## src/rtl/pq_cmd_rx.sv

```systemverilog
// UART 8N1 command receiver/decoder feeding the priority-queue core.
// Optional PQ_CMD_TIMEOUT_EN abandons stalled partial frames.
module pq_cmd_rx #(
  parameter int CLK_FREQ     = 100_000_000,
  parameter int BAUD         = 9600,
  parameter int TIMEOUT_BITS = 40
) (
  input  logic       clk,
  input  logic       rst,
  input  logic       rx,
  output logic       cmd_valid,
  input  logic       cmd_ready,
  output logic       cmd_op,
  output logic [7:0] cmd_key,
  output logic [7:0] cmd_val,
  output logic       busy,
  output logic       framing_err,
  output logic       bad_cmd,
  output logic       overrun,
  output logic       timeout
);

  localparam int BIT_TICKS = CLK_FREQ / BAUD;
  localparam int HALF      = BIT_TICKS / 2;
  localparam int TW        = $clog2(BIT_TICKS + 1);
  localparam logic [TW-1:0] BIT_LAST  = TW'(BIT_TICKS - 1);
  localparam logic [TW-1:0] HALF_LAST = TW'(HALF - 1);

  if (BIT_TICKS < 4 || TIMEOUT_BITS < 1) begin : g_bad_cfg
    $error("pq_cmd_rx: bad BIT_TICKS or TIMEOUT_BITS");
  end

  typedef enum logic [1:0] {
    R_IDLE, R_START, R_DATA, R_STOP
  } r_state_t;

  typedef enum logic [1:0] {
    P_IDLE, P_KEY, P_VAL, P_ISSUE
  } p_state_t;

  logic       rx_s1, rx_s2, rx_prev;
  logic       armed;
  logic [1:0] settle;
  logic       fall;

  // armed only after a genuine high is seen, so a line held low
  // through reset cannot fake a start edge
  always_ff @(posedge clk) begin
    if (rst) begin
      rx_s1   <= 1'b1;
      rx_s2   <= 1'b1;
      rx_prev <= 1'b1;
      settle  <= 2'd0;
      armed   <= 1'b0;
    end else begin
      rx_s1   <= rx;
      rx_s2   <= rx_s1;
      rx_prev <= rx_s2;
      if (settle != 2'd2)
        settle <= settle + 2'd1;
      else if (rx_s2)
        armed <= 1'b1;
    end
  end

  assign fall = armed & rx_prev & ~rx_s2;

  r_state_t        r_state, r_next;
  logic [TW-1:0]   tick, tick_d;
  logic [2:0]      bit_cnt, bit_d;
  logic [7:0]      shreg, sh_d;
  logic            rx_stb, rx_ferr;

  always_ff @(posedge clk) begin
    if (rst) begin
      r_state <= R_IDLE;
      tick    <= '0;
      bit_cnt <= '0;
      shreg   <= '0;
    end else begin
      r_state <= r_next;
      tick    <= tick_d;
      bit_cnt <= bit_d;
      shreg   <= sh_d;
    end
  end

  always_comb begin
    r_next  = r_state;
    tick_d  = tick + TW'(1);
    bit_d   = bit_cnt;
    sh_d    = shreg;
    rx_stb  = 1'b0;
    rx_ferr = 1'b0;
    unique case (r_state)
      R_IDLE: begin
        tick_d = '0;
        bit_d  = '0;
        if (fall) r_next = R_START;
      end
      R_START: begin
        if (tick == HALF_LAST) begin
          tick_d = '0;
          r_next = rx_s2 ? R_IDLE : R_DATA;
        end
      end
      R_DATA: begin
        if (tick == BIT_LAST) begin
          tick_d = '0;
          sh_d   = {rx_s2, shreg[7:1]};
          bit_d  = bit_cnt + 3'd1;
          if (bit_cnt == 3'd7) r_next = R_STOP;
        end
      end
      R_STOP: begin
        if (tick == BIT_LAST) begin
          tick_d = '0;
          r_next = R_IDLE;
          if (rx_s2) rx_stb  = 1'b1;
          else       rx_ferr = 1'b1;
        end
      end
      default: r_next = R_IDLE;
    endcase
  end

  p_state_t   p_state, p_next;
  logic [7:0] key_q;
  logic       ld_key, iss_ins, iss_rem;
  logic       bad_d, ovr_d, to_hit;

`ifdef PQ_CMD_TIMEOUT_EN
  localparam int TO_LIM = TIMEOUT_BITS * BIT_TICKS;
  localparam int CW     = $clog2(TO_LIM + 1);
  logic [CW-1:0] to_cnt;
  logic          in_frame;

  assign in_frame = (p_state == P_KEY) || (p_state == P_VAL);
  assign to_hit   = in_frame && (to_cnt == CW'(TO_LIM - 1));

  always_ff @(posedge clk) begin
    if (rst) begin
      to_cnt  <= '0;
      timeout <= 1'b0;
    end else begin
      timeout <= to_hit;
      if (in_frame && !rx_stb && !to_hit)
        to_cnt <= to_cnt + CW'(1);
      else
        to_cnt <= '0;
    end
  end
`else
  assign to_hit  = 1'b0;
  assign timeout = 1'b0;
`endif

  always_comb begin
    p_next  = p_state;
    ld_key  = 1'b0;
    iss_ins = 1'b0;
    iss_rem = 1'b0;
    bad_d   = 1'b0;
    ovr_d   = 1'b0;
    unique case (p_state)
      P_IDLE: begin
        if (rx_stb) begin
          unique case (1'b1)
            (shreg == 8'h49): p_next = P_KEY;
            (shreg == 8'h52): begin
              iss_rem = 1'b1;
              p_next  = P_ISSUE;
            end
            default: bad_d = 1'b1;
          endcase
        end
      end
      P_KEY: begin
        if (to_hit) begin
          p_next = P_IDLE;
        end else if (rx_stb) begin
          ld_key = 1'b1;
          p_next = P_VAL;
        end
      end
      P_VAL: begin
        if (to_hit) begin
          p_next = P_IDLE;
        end else if (rx_stb) begin
          iss_ins = 1'b1;
          p_next  = P_ISSUE;
        end
      end
      P_ISSUE: begin
        ovr_d = rx_stb;
        if (cmd_ready) p_next = P_IDLE;
      end
      default: p_next = P_IDLE;
    endcase
  end

  // request fields load only on issue so they hold after acceptance
  always_ff @(posedge clk) begin
    if (rst) begin
      p_state     <= P_IDLE;
      key_q       <= '0;
      cmd_op      <= 1'b0;
      cmd_key     <= '0;
      cmd_val     <= '0;
      framing_err <= 1'b0;
      bad_cmd     <= 1'b0;
      overrun     <= 1'b0;
    end else begin
      p_state     <= p_next;
      framing_err <= rx_ferr;
      bad_cmd     <= bad_d;
      overrun     <= ovr_d;
      if (ld_key) key_q <= shreg;
      if (iss_ins) begin
        cmd_op  <= 1'b0;
        cmd_key <= key_q;
        cmd_val <= shreg;
      end else if (iss_rem) begin
        cmd_op  <= 1'b1;
        cmd_key <= '0;
        cmd_val <= '0;
      end
    end
  end

  assign cmd_valid = (p_state == P_ISSUE);
  assign busy      = (p_state != P_IDLE);

endmodule

```

## config.mk

```make
export PLATFORM = sky130hd
export DESIGN_NAME = pq_cmd_rx
export DESIGN_NICKNAME = d
export VERILOG_FILES = /design/src/rtl/pq_cmd_rx.sv
export SDC_FILE = /design/constraint.sdc
export NUM_CORES = 1
export LEC_CHECK = 0
export CAP_MARGIN = 20
export CORE_MARGIN = 2
export CORE_UTILIZATION = 40
export DETAILED_ROUTE_END_ITERATION = 7
export MAX_ROUTING_LAYER = met4
export SYNTH_ARGS = -nofsm -noshare
export SYNTH_HDL_FRONTEND = slang
export SYNTH_SLANG_ARGS = --single-unit
```

## constraint.sdc

```tcl
create_clock -name clk -period 4.4 [get_ports clk]
set_clock_uncertainty 0.15 [all_clocks]
set_input_delay 0.88 -clock clk [delete_from_list [all_inputs] [get_ports clk]]
set_output_delay 0.88 -clock clk [all_outputs]
set_load 0.01 [all_outputs]
```

# After elaboration in Yosys (flattened, before gate mapping)
# Index checks and enable logic that the tools add are counted.
word_totals:
  ram_bits: 0
  rom_bits: 0
  wordCells: 99
  ff_bits: 63
  inputBits: 4
  latch_bits: 0
  n_memories: 0
op_classes:
  div_mod_pow: 0
  addsub: 3
  order_cmp: 0
  multipliers: 0
  bitwise_logic: 9
  shifts: 0
  eq_ne: 22
  reduce_logical: 16
  n_mux: 32
ops:
  columns: ["op", "n"]
  rows:
  - ["case mux 14 bit (3 select lines)", 1]
  - ["2-to-1 mux 14 bit", 2]
  - ["2-to-1 mux 8 bit", 3]
  - ["2-to-1 mux 2 bit", 10]
  - ["!= test 2 bit, second input constant", 9]
  - ["== test 8 x 7 -> 1 bit, second input constant", 2]
  - ["case mux 2 bit (4 select lines)", 2]
  - ["adder 14 x 1 -> 14 bit, second input constant", 1]
  - ["== test 14 x 13 -> 1 bit, second input constant", 1]
  - ["== test 14 bit, second input constant", 1]
  - ["2-to-1 mux 1 bit", 11]
  - ["AND reduction 5 bit", 2]
  - ["== test 2 bit, second input constant", 4]
  - ["OR reduction 2 bit", 4]
  - ["inverter 1 bit", 7]
  - ["case mux 3 bit (2 select lines)", 1]
  - ["AND reduction 2 bit", 3]
  - ["nonzero test 2 bit", 3]
  - ["OR reduction 3 bit", 2]
  - ["== test 2 x 1 -> 1 bit, second input constant", 2]
  - ["logical NOT 2 bit", 2]
  - ["case mux 2 bit (2 select lines)", 1]
  - ["adder 3 x 1 -> 3 bit, second input constant", 1]
  - ["== test 3 bit, second input constant", 1]
  - ["5 further kinds", 6]

# Logic depth before layout (Yosys ltp)
# Gate-level depths: netlist of the first run.
logic_depth:
  word_depth: 7
  ltp_mapped: 9
  ltp_nobuf: 6

# Least setup slack after synthesis of the first run
# No wires, ideal clock.
synth_timing:
  path_type: "reg2reg"
  from: "register tick[0]"
  to: "register cmd_key[2]"
  path_stages_with_launch: 10
  path_slack_ps: 2386
  n_path_buf: 3
  required_time_ps: 4125
  t_arrival_ps: 1739
  setup_time_ps: 125
  path_cell_list: "dfxtp_1 > ha_1 > and3_1 > clkbuf_4 > nand4_4 > or3_1 > buf_6 > buf_6 > a22oi_1 > nor2_1"
synth_via:
  elab_chain_cells: 6
synth_rtl:
  columns: ["element", "line_no", "text"]
  rows:
  - ["from (decl)", "69", "logic [TW-1:0] tick, tick_d;"]
  - ["from (signal assigned)", "82", "tick <= tick_d;"]
  - ["== test 14 bit *", "116", "if (tick == BIT_LAST) begin"]
  - ["2-to-1 mux 1 bit *", "116", null]
  - ["2-to-1 mux 1 bit *", "95", "unique case (r_state)"]
  - ["2-to-1 mux 1 bit (on tied branches)", "189, 167", null]
  - ["2-to-1 mux 1 bit", "165", "unique case (p_state)"]
  - ["2-to-1 mux 8 bit or nonzero test 2 bit (tied branches)", null, null]
  - ["to (signal assigned)", "221", "cmd_key <= key_q;"]
  - ["to (decl)", "14", "output logic [7:0] cmd_key,"]
# Mark *: on every way between the ends. The rest lies on a longest branch, timed or not.
# A chain may end at the register's enable or synchronous reset.

# Worst setup path after layout of the first run
layout_timing:
  from: "register p_state[0]"
  to: "output busy"
layout_via:
  elab_chain_cells: 1
layout_rtl:
  columns: ["element", "line_no", "text"]
  rows:
  - ["from (decl)", "127", "p_state_t p_state, p_next;"]
  - ["from (signal assigned)", "214", "p_state <= p_next;"]
  - ["nonzero test 2 bit", "232", "assign busy = (p_state != P_IDLE);"]
  - ["to (decl)", "16", "output logic busy,"]
# No other way between the ends.

==> impl_metrics.json, run 1 <==
{
  "cts_hold_buf": 0,
  "leakage_nw": 1.20,
  "path_cells": "inv_1, ha_1, inv_1, clkdlybuf4s50_1",
  "fin_setup_tns_ns": 0,
  "crit_family": "buffers and inverters",
  "detailedPlacementHpwl_um": 3330,
  "async_reset_ff_share_pct": 0,
  "drtIter0Drc": 70,
  "fp.dieH_um": 85.9,
  "crit_path_start_kind": "register",
  "wire_per_inst_um": 13.2,
  "final-seq-area_mm2": 0.00126,
  "cts_resized": 0,
  "htree_levels": 3,
  "maxSlewViolCount": 0,
  "initial_core_util_pct": 41.8,
  "tritoncts": "done",
  "final_net_count": 308,
  "cp.arrival_ns": 1.69,
  "clock_latency_ns": 0.33,
  "ir_drop_mv": 0.365,
  "slowest_stage": "clkdlybuf4s50_1",
  "die_area_mm2": 0.00738,
  "synthToLayoutAreaGrowth_pct": 18.2,
  "cts_buffers": 9,
  "cpPeakStageDelay_ns": 0.52,
  "antenna_found_initial": 0,
  "rows": 29,
  "first_pass_iters": 6,
  "cts_root_buffer": "clkbuf_8",
  "synthCells": 272,
  "ys_seq_elements": 63,
  "die_x_um": 85.9,
  "hp-class": "reg2reg",
  "max_freq_mhz": 368,
  "yosysUniqueCellTypes": 46,
  "cap_viol_max_count": 0,
  "via_per_inst": 5.22,
  "status": "finished, violations left",
  "drive_above_1_share_pct": 10.0,
  "core-area_mm2": 0.00642,
  "ys.warnings.count": 0,
  "io_buffers": 25,
  "clock_path_buffers": 2,
  "failed_checks": "design-rule violations",
  "cp_num_buf_inv": 3,
  "ioPinCount": 27,
  "grt-ovfl-total": 0,
  "rsz0062_at_grt": "false",
  "syn-cell-area_mm2": 0.00268,
  "wl_um": 4970,
  "place_inst": 360,
  "grt_use_total_pct": 15.2,
  "final_cells": 376,
  "grt_pass1_wl_um": 8610,
  "worst_path_most_repeated_cell": "inv_1",
  "synth_ff_type": "dfxtp_1",
  "fin_crit_sh_pct": 61.8,
  "hold_viol_final": 0,
  "cts_sinks": 63,
  "layout_min_cycle_time_ns": 2.72,
  "antenna_cells": 0,
  "final.setup.worst_slack_ns": 1.68,
  "multi_input_area_mm2": 0.00127,
  "worstPathRequired_ns": 3.37,
  "clk_pin_slew_worst_paths_ns": 0.07,
  "worst-path-max-fanout": 5,
  "post-place-ws_ns": 1.73,
  "crit_type": "reg2out",
  "setup_violations": 0,
  "nFillCells": 595,
  "drtAntennaViolNets": 0,
  "vias": 1962,
  "grt_start_max_net_pins": 39,
  "drc": 2,
  "r2r_slack_ns": 1.95,
  "synth_edf_count": 0,
  "powerDensity_mw_per_mm2": 394,
  "end_kind": "primary output",
  "holdWs_ns": 0.267,
  "ys_seq_area_share_pct": 47.0,
  "relSlewSlack_pct": 57.5,
  "grt_pass1_vias": 1816,
  "syn_area_per_cell_um2": 9.86,
  "worst_pin_slew_ns": 0.637,
  "gp_congestion": 0.798,
  "synthesis.nets": 285,
  "post_cts_buffers": 0
}
cells in the mapped netlist, types with 2 or more instances:
cell,n,area share [%]
a211oi_1,2,0.56
a21oi_1,5,0.93
a22oi_1,12,3.4
a22oi_2,5,2.3
a31oi_1,4,0.93
and3_1,10,2.3
and4bb_2,2,0.93
buf_2,2,0.37
buf_4,2,0.56
buf_6,6,2.5
clkbuf_1,3,0.42
dfxtp_1,63,47
ha_1,9,4.2
inv_1,8,1.1
mux2i_1,17,6.3
nand2_1,4,0.56
nand2b_1,2,0.47
nand3_1,7,1.3
nand4_1,3,0.70
nand4b_1,2,0.65
nor2_1,56,7.8
nor3_1,2,0.37
nor4_1,3,0.70
nor4b_1,3,0.98
nor4bb_1,3,1.1
o21ai_0,3,0.56
o22ai_1,2,0.47
or2_2,3,0.70
xnor2_1,7,2.3
xor2_1,6,2.0
through the flow:
stage	area [um^2]	utilization (%)	power [mW]
floorplan	2680	-	0.645
global placement	2920	45.4	0.651
detailed placement	2920	45.4	0.653
CTS	3160	49.2	1.27
global route	3170	49.4	1.31
finish	3170	49.4	1.25
flip-flops by register name, indices dropped and copies added (netlist names), 2 cells and up, named ones only:
signal,flops
cmd_key,8
bit_cnt,3
shreg,8
key_q,8
p_state,2
settle,2
cmd_val,8
tick,14
worst paths after layout:
check | endpoint | from | depth (start not counted)
hold / removal | rx_s2 | rx_s1 | 1
setup reg to reg | cmd_key[1] | tick[0] | 6
setup / recovery | busy | p_state[0] | 4
hold reg to reg | rx_s2 | rx_s1 | 1
placed cells by master (no fill, tap or decap), drive strengths merged, types with 2 or more instances in the layout:
| cell type | n |
|---|---|
| a211oi | 2 |
| a21oi | 5 |
| a22oi | 17 |
| a31oi | 4 |
| and2 | 2 |
| and3 | 10 |
| and4bb | 3 |
| buf | 2 |
| bufinv | 3 |
| clkbuf | 12 |
| clkdlybuf4s50 | 25 |
| dfxtp | 63 |
| ha | 9 |
| inv | 8 |
| mux2i | 17 |
| nand2 | 4 |
| nand2b | 2 |
| nand3 | 7 |
| nand4 | 4 |
| nand4b | 2 |
| nor2 | 56 |
| nor3 | 3 |
| nor4 | 3 |
| nor4b | 3 |
| nor4bb | 3 |
| o21ai | 3 |
| o22ai | 2 |
| or2 | 3 |
| xnor2 | 7 |
| xor2 | 6 |
kinds of logic after synthesis:
kind of cell    after synthesis  share of synthesized area, %
fa+ha+maj                     9                          4.20
mux                          17                          6.34
simple gates                108                          21.6
other cells                   1                         0.140
xor+xnor                     13                          4.24
compound gates               38                          10.8
buf+inv                      23                          5.64
flops                        63                          47.0
metal layers:
metal / wire length [um] / vias up / share of wire [%] / GRT usage, %
met1: 2390 / 923 / 48 / 18.1
met4: 62 / 0 / 1.2 / 4.62
met2: 2310 / 35 / 46 / 23.5
met5: 0 / - / 0 / -
li1: - / 996 / - / -
met3: 212 / 8 / 4.3 / 6.06
power breakdown:
part	leakage [nW]	switching [mW]	internal, mW
registers	0.508	0.00787	0.584
clock network	0.123	0.205	0.404
logic	0.564	0.0267	0.0206
total	1.20	0.239	1.01
worst reg2reg max path: cells and delay by family (launching register included):
| kind | cells | cell delay (ns) |
|---|---|---|
| AO/OA/AOI/OAI | 1 | 0.29 |
| flip-flops | 1 | 0.35 |
| adder cells (fa/ha/maj) | 1 | 0.21 |
| AND/OR/NAND/NOR | 4 | 1.34 |
area by class of cell:
class / count / area share [%]
sequential: 63 / 39.8
clock buffer: 12 / 4.89
clock inverter: 3 / 2.84
timing repair buffer: 27 / 8.48
inverter: 8 / 0.947
multi-input combinational: 186 / 40.0
tap: 77 / 3.04
Power figures use the tool's default switching activity.
==> run 2, diff against run 1 <==
Clock period 4.4 ns to 2.8 ns, I/O delays scaled along.
==> run 2 against run 1 <==
  * The run still ends with design-rule violations left
  * Sequential power increased by 57%
  * Sequential share of layout area unchanged
  * First-iteration DRC count increased by 36%
  * Clock-buffer cell count decreased by 3
  * Largest power group is now sequential cells
  * Flip-flop and latch count unchanged
  * Hold slack got worse by 0.0069 ns
==> impl_metrics.json, run 2 (synthesis results as in run 1) <==
{
  "cts_root_buffer": "clkbuf_8",
  "die_area_mm2": 0.00738,
  "top_register": "tick",
  "largest_reg_flops": 14,
  "ioPinCount": 27,
  "cp_num_buf_inv": 3,
  "clk_pin_slew_worst_paths_ns": 0.08,
  "place_inst": 364,
  "fin_crit_sh_pct": 86.0,
  "rows": 29,
  "post_cts_buffers": 0,
  "r2r_cells": 6,
  "worst_pin_slew_ns": 0.648,
  "detailedPlacementHpwl_um": 3470,
  "first_pass_iters": 7,
  "drtAntennaViolNets": 0,
  "failed_checks": "design-rule violations",
  "status": "finished, violations left",
  "cpPeakStageDelay_ns": 0.52,
  "relSlewSlack_pct": 56.8,
  "power.switching_mw": 0.438,
  "initial_core_util_pct": 41.8,
  "startpoint": "p_state[0]",
  "cts_buffers": 9,
  "synthToLayoutAreaGrowth_pct": 18.2,
  "htree_levels": 3,
  "wl_um": 5040,
  "cts_hold_buf": 0,
  "worstPathRequired_ns": 2.09,
  "worst_path_most_repeated_cell": "inv_1",
  "grt_use_total_pct": 15.5,
  "dpl-instance-area_mm2": 0.00295,
  "drive_above_1_share_pct": 11.6,
  "fin_setup_tns_ns": 0,
  "final_cell_mix": "63 x dfxtp_1, 56 x nor2_1, 25 x clkdlybuf4s50_1",
  "grt_pass1_vias": 1828,
  "cts_sinks": 63,
  "setup_violations": 0,
  "io_buffers": 25,
  "leakage_nw": 1.20,
  "fp.dieH_um": 85.9,
  "crit_type": "reg2out",
  "end_kind": "primary output",
  "r2r_slack_ns": 0.46,
  "ir_drop_mv": 0.381,
  "clock_path_buffers": 2,
  "path_cells": "inv_1, ha_1, inv_1, clkdlybuf4s50_1",
  "tritoncts": "done",
  "p_seq_share_pct": 48.8,
  "clock_latency_ns": 0.34,
  "r2r-end": "cmd_val[6]",
  "max_freq_mhz": 415,
  "p_total_mw": 1.90,
  "slowest_stage": "clkdlybuf4s50_1",
  "reg2reg_from": "tick[0]",
  "rsz0062_at_grt": "false",
  "antenna_cells": 0,
  "final_area_mm2": 0.00317,
  "via_per_inst": 5.16,
  "final_common_cell": "dfxtp_1",
  "clock_power_share_pct": 47.1,
  "final_cells": 380,
  "powerDensity_mw_per_mm2": 600,
  "gp_congestion": 0.797,
  "hold_viol_final": 0,
  "core-area_mm2": 0.00642,
  "maxSlewViolCount": 0,
  "cap_viol_max_count": 0,
  "combinationalPowerShare_pct": 4.0,
  "p_sw_share_pct": 23.0,
  "die_x_um": 85.9,
  "cp.arrival_ns": 1.70,
  "setup.worst_path.end": "busy",
  "crit_family": "buffers and inverters",
  "worst-path-max-fanout": 5,
  "crit_path_start_kind": "register",
  "nFillCells": 619,
  "p_int_mw": 1.46,
  "cts_resized": 0,
  "antenna_found_initial": 0,
  "grt_pass1_wl_um": 8760,
  "wire_per_inst_um": 13.3,
  "layout_min_cycle_time_ns": 2.41,
  "final_net_count": 311,
  "grt-ovfl-total": 0,
  "grt_start_max_net_pins": 17,
  "crit_cells": 4,
  "drc": 2,
  "hp-class": "reg2reg",
  "drtIter0Drc": 95,
  "vias": 1959
}
-- run 2: cell types whose count changed in the layout (fill, tap and decap cells not counted), sizes merged --
cell / previous run / this run
buf: 2 / 5
bufinv: 3 / 2
clkbuf: 12 / 9
clkinvlp: 0 / 1
inv: 8 / 12
-- run 2: cell type report --
cell class | instances | area (um^2) | area share, %
clock inverter | 7 | 103 | 3.23
clock buffer | 9 | 124 | 3.91
timing repair buffer | 30 | 288 | 9.07
multi-input combinational | 186 | 1270 | 40.0
tap | 77 | 96.3 | 3.04
sequential | 63 | 1260 | 39.8
inverter | 8 | 30.0 | 0.947
-- run 2: per-stage QoR --
stage          hold slack, ns  util (%)  worst slack [ns]
2_1_floorplan           0.239         -             0.786
6_report                0.261      49.4             0.393
5_1_grt                 0.287      49.4             0.272
4_1_cts                 0.261      49.4             0.379
3_3_place_gp            0.246      45.9             0.500
3_5_place_dp            0.243      45.9             0.471
-- run 2: layer usage --
layer | global-route usage, % | vias up | routed length (um)
li1 | - | 1009 | -
met1 | 19.4 | 917 | 2460
met2 | 23.8 | 27 | 2350
met3 | 5.77 | 6 | 154
met4 | 3.90 | 0 | 70
met5 | - | - | 0
-- run 2: worst min path at each step --
stage / startpoint / endpoint / slack (ns) / cells after the start
floorplan: rx_s1 / rx_s2 / 0.24 / 1
global placement: rx_s1 / rx_s2 / 0.25 / 1
detailed placement: rx_s1 / rx_s2 / 0.24 / 1
CTS: rx_s1 / rx_s2 / 0.26 / 1
global route: rx_s1 / rx_s2 / 0.29 / 1
finish: rx_s1 / rx_s2 / 0.26 / 1
-- run 2: power groups by stage --
stage	Clock, mW	Sequential (mW)	Combinational [mW]
final	0.896	0.929	0.0768
after detailed placement	0	0.950	0.0788
after global routing	0.967	0.931	0.0932
after CTS	0.914	0.929	0.0791
after global placement	0	0.950	0.0757
after floorplan	0	0.947	0.0670
==> run 3, diff against run 2 <==
Settings changed: PLACE_DENSITY set to 0.67, SLEW_MARGIN set to 25.
==> run 3 against run 2 <==
  * The flow still finishes with violations (design-rule violations)
  * Fmax is 2.5% lower
  * Clock-buffer cell count up 1
  * Global-route usage fell by 0.59 points
  * Worst setup slack worse by 0.062 ns
  * Final area decreased by 0.87%
  * Sequential power hardly changed
  * First-iteration DRC count grew 51%
  * Clock power is 9.6% lower
  * Critical path type is now reg2reg
==> impl_metrics.json, run 3 (synthesis results as in run 1) <==
{
  "dpl-instance-area_mm2": 0.00294,
  "cts_root_buffer": "clkbuf_8",
  "final_common_cell": "dfxtp_1",
  "powerDensity_mw_per_mm2": 578,
  "cts_resized": 0,
  "htree_levels": 3,
  "die_area_mm2": 0.00738,
  "busiest_layer": "met2",
  "clock_latency_ns": 0.35,
  "final_cell_mix": "63 x dfxtp_1, 56 x nor2_1, 25 x clkdlybuf4s50_1",
  "drive_above_1_share_pct": 11.3,
  "end_kind": "register",
  "drtAntennaViolNets": 0,
  "first_pass_iters": 6,
  "fin_setup_tns_ns": 0,
  "tritoncts": "done",
  "antenna_found_initial": 0,
  "setup_violations": 0,
  "via_per_inst": 5.30,
  "setup.worst_path.end": "cmd_key[1]",
  "relSlewSlack_pct": 56.1,
  "cp.arrival_ns": 2.54,
  "nFillCells": 582,
  "initial_core_util_pct": 41.8,
  "grt_util_met3_pct": 6.06,
  "status": "finished, violations left",
  "max_freq_mhz": 405,
  "final.setup.worst_slack_ns": 0.331,
  "crit_path_start_kind": "register",
  "gr-usage-met1_pct": 18.1,
  "worstPathRequired_ns": 2.87,
  "final_area_mm2": 0.00314,
  "io_buffers": 25,
  "p_total_mw": 1.82,
  "rows": 29,
  "final_net_count": 310,
  "post_cts_buffers": 0,
  "cpPeakStageDelay_ns": 0.70,
  "largest_reg_flops": 14,
  "grt.met2_usage_pct": 22.6,
  "final_cells": 379,
  "fin_crit_sh_pct": 88.2,
  "wl_um": 4970,
  "rsz0062_at_grt": "false",
  "worst-path-max-fanout": 16,
  "place_inst": 363,
  "grt_pass1_vias": 1868,
  "startpoint": "tick[0]",
  "reg2reg_from": "tick[0]",
  "post-place-ws_ns": 0.365,
  "r2r-end": "cmd_key[1]",
  "cts_sinks": 63,
  "die_x_um": 85.9,
  "ir_drop_mv": 0.319,
  "cts_buffers": 9,
  "hold_viol_final": 0,
  "cts_hold_buf": 0,
  "crit_type": "reg2reg",
  "layout_min_cycle_time_ns": 2.47,
  "hp-class": "reg2reg",
  "wire_per_inst_um": 13.1,
  "maxSlewViolCount": 0,
  "detailedPlacementHpwl_um": 3390,
  "drtIter0Drc": 143,
  "synthToLayoutAreaGrowth_pct": 17.2,
  "grt_start_max_net_pins": 18,
  "clock_path_buffers": 2,
  "r2r_cells": 6,
  "antenna_cells": 0,
  "leakage_nw": 1.18,
  "r2r_slack_ns": 0.33,
  "cap_viol_max_count": 0,
  "gp_congestion": 0.812,
  "path_cells": "ha_1, and3_1, nand4_4, or3_1, a22oi_1, nor2_1",
  "top_register": "tick",
  "grt-ovfl-total": 0,
  "ioPinCount": 27,
  "worst_pin_slew_ns": 0.658,
  "slowest_stage": "or3_1",
  "vias": 2008,
  "clk_pin_slew_worst_paths_ns": 0.07,
  "fp.dieH_um": 85.9,
  "grt_pass1_wl_um": 8410,
  "grt_use_total_pct": 15.0,
  "core-area_mm2": 0.00642,
  "drc": 3,
  "failed_checks": "design-rule violations"
}
[run 3: cell count changes in the layout (fill, tap and decap cells not counted)]
cell       before  now
inv_6           4    1
clkinv_4        0    2
buf_4           5    4
bufinv_16       2    1
clkbuf_8        9   10
clkinv_2        0    1
[run 3: layout make-up]
cell class | instances | area (um^2) | share of cell area (%)
inverter | 8 | 30.0 | 0.955
multi-input combinational | 186 | 1270 | 40.4
timing repair buffer | 29 | 280 | 8.91
tap | 77 | 96.3 | 3.06
sequential | 63 | 1260 | 40.1
clock inverter | 6 | 68.8 | 2.19
clock buffer | 10 | 138 | 4.38
[run 3: through the flow]
| stage | hold WS (ns) | utilization (%) |
|---|---|---|
| floorplan | 0.239 | - |
| global placement | 0.242 | 45.7 |
| detailed placement | 0.243 | 45.7 |
| CTS | 0.259 | 49.0 |
| global route | 0.290 | 49.0 |
| finish | 0.260 | 49.0 |
[run 3: per-layer routing]
| layer | vias to the layer above | part of all wire (%) |
|---|---|---|
| met4 | 0 | 1.3 |
| met3 | 6 | 5.6 |
| met2 | 48 | 46 |
| met5 | - | 0 |
| li1 | 1008 | - |
| met1 | 946 | 47 |
[run 3: how the worst min path moves through the flow]
| stage | from | end | slack [ns] | cells past startpoint |
|---|---|---|---|---|
| after global placement | rx_s1 | rx_s2 | 0.24 | 1 |
| final | rx_s1 | rx_s2 | 0.26 | 1 |
| after floorplan | rx_s1 | rx_s2 | 0.24 | 1 |
| after detailed placement | rx_s1 | rx_s2 | 0.24 | 1 |
| after global routing | rx_s1 | rx_s2 | 0.29 | 1 |
| after CTS | rx_s1 | rx_s2 | 0.26 | 1 |
[run 3: worst max-delay path, delay by kind of cell, from the launching register on]
kind | cells | cell delay (ns)
compound gates | 1 | 0.29
fa+ha+maj | 1 | 0.21
flops | 1 | 0.35
simple gates | 4 | 1.33
[run 3: power by group]
part	total [mW]	switching [mW]	internal (mW)
registers	0.929	0.0125	0.917
clock network	0.810	0.371	0.439
logic	0.0769	0.0428	0.0341
total	1.82	0.426	1.39
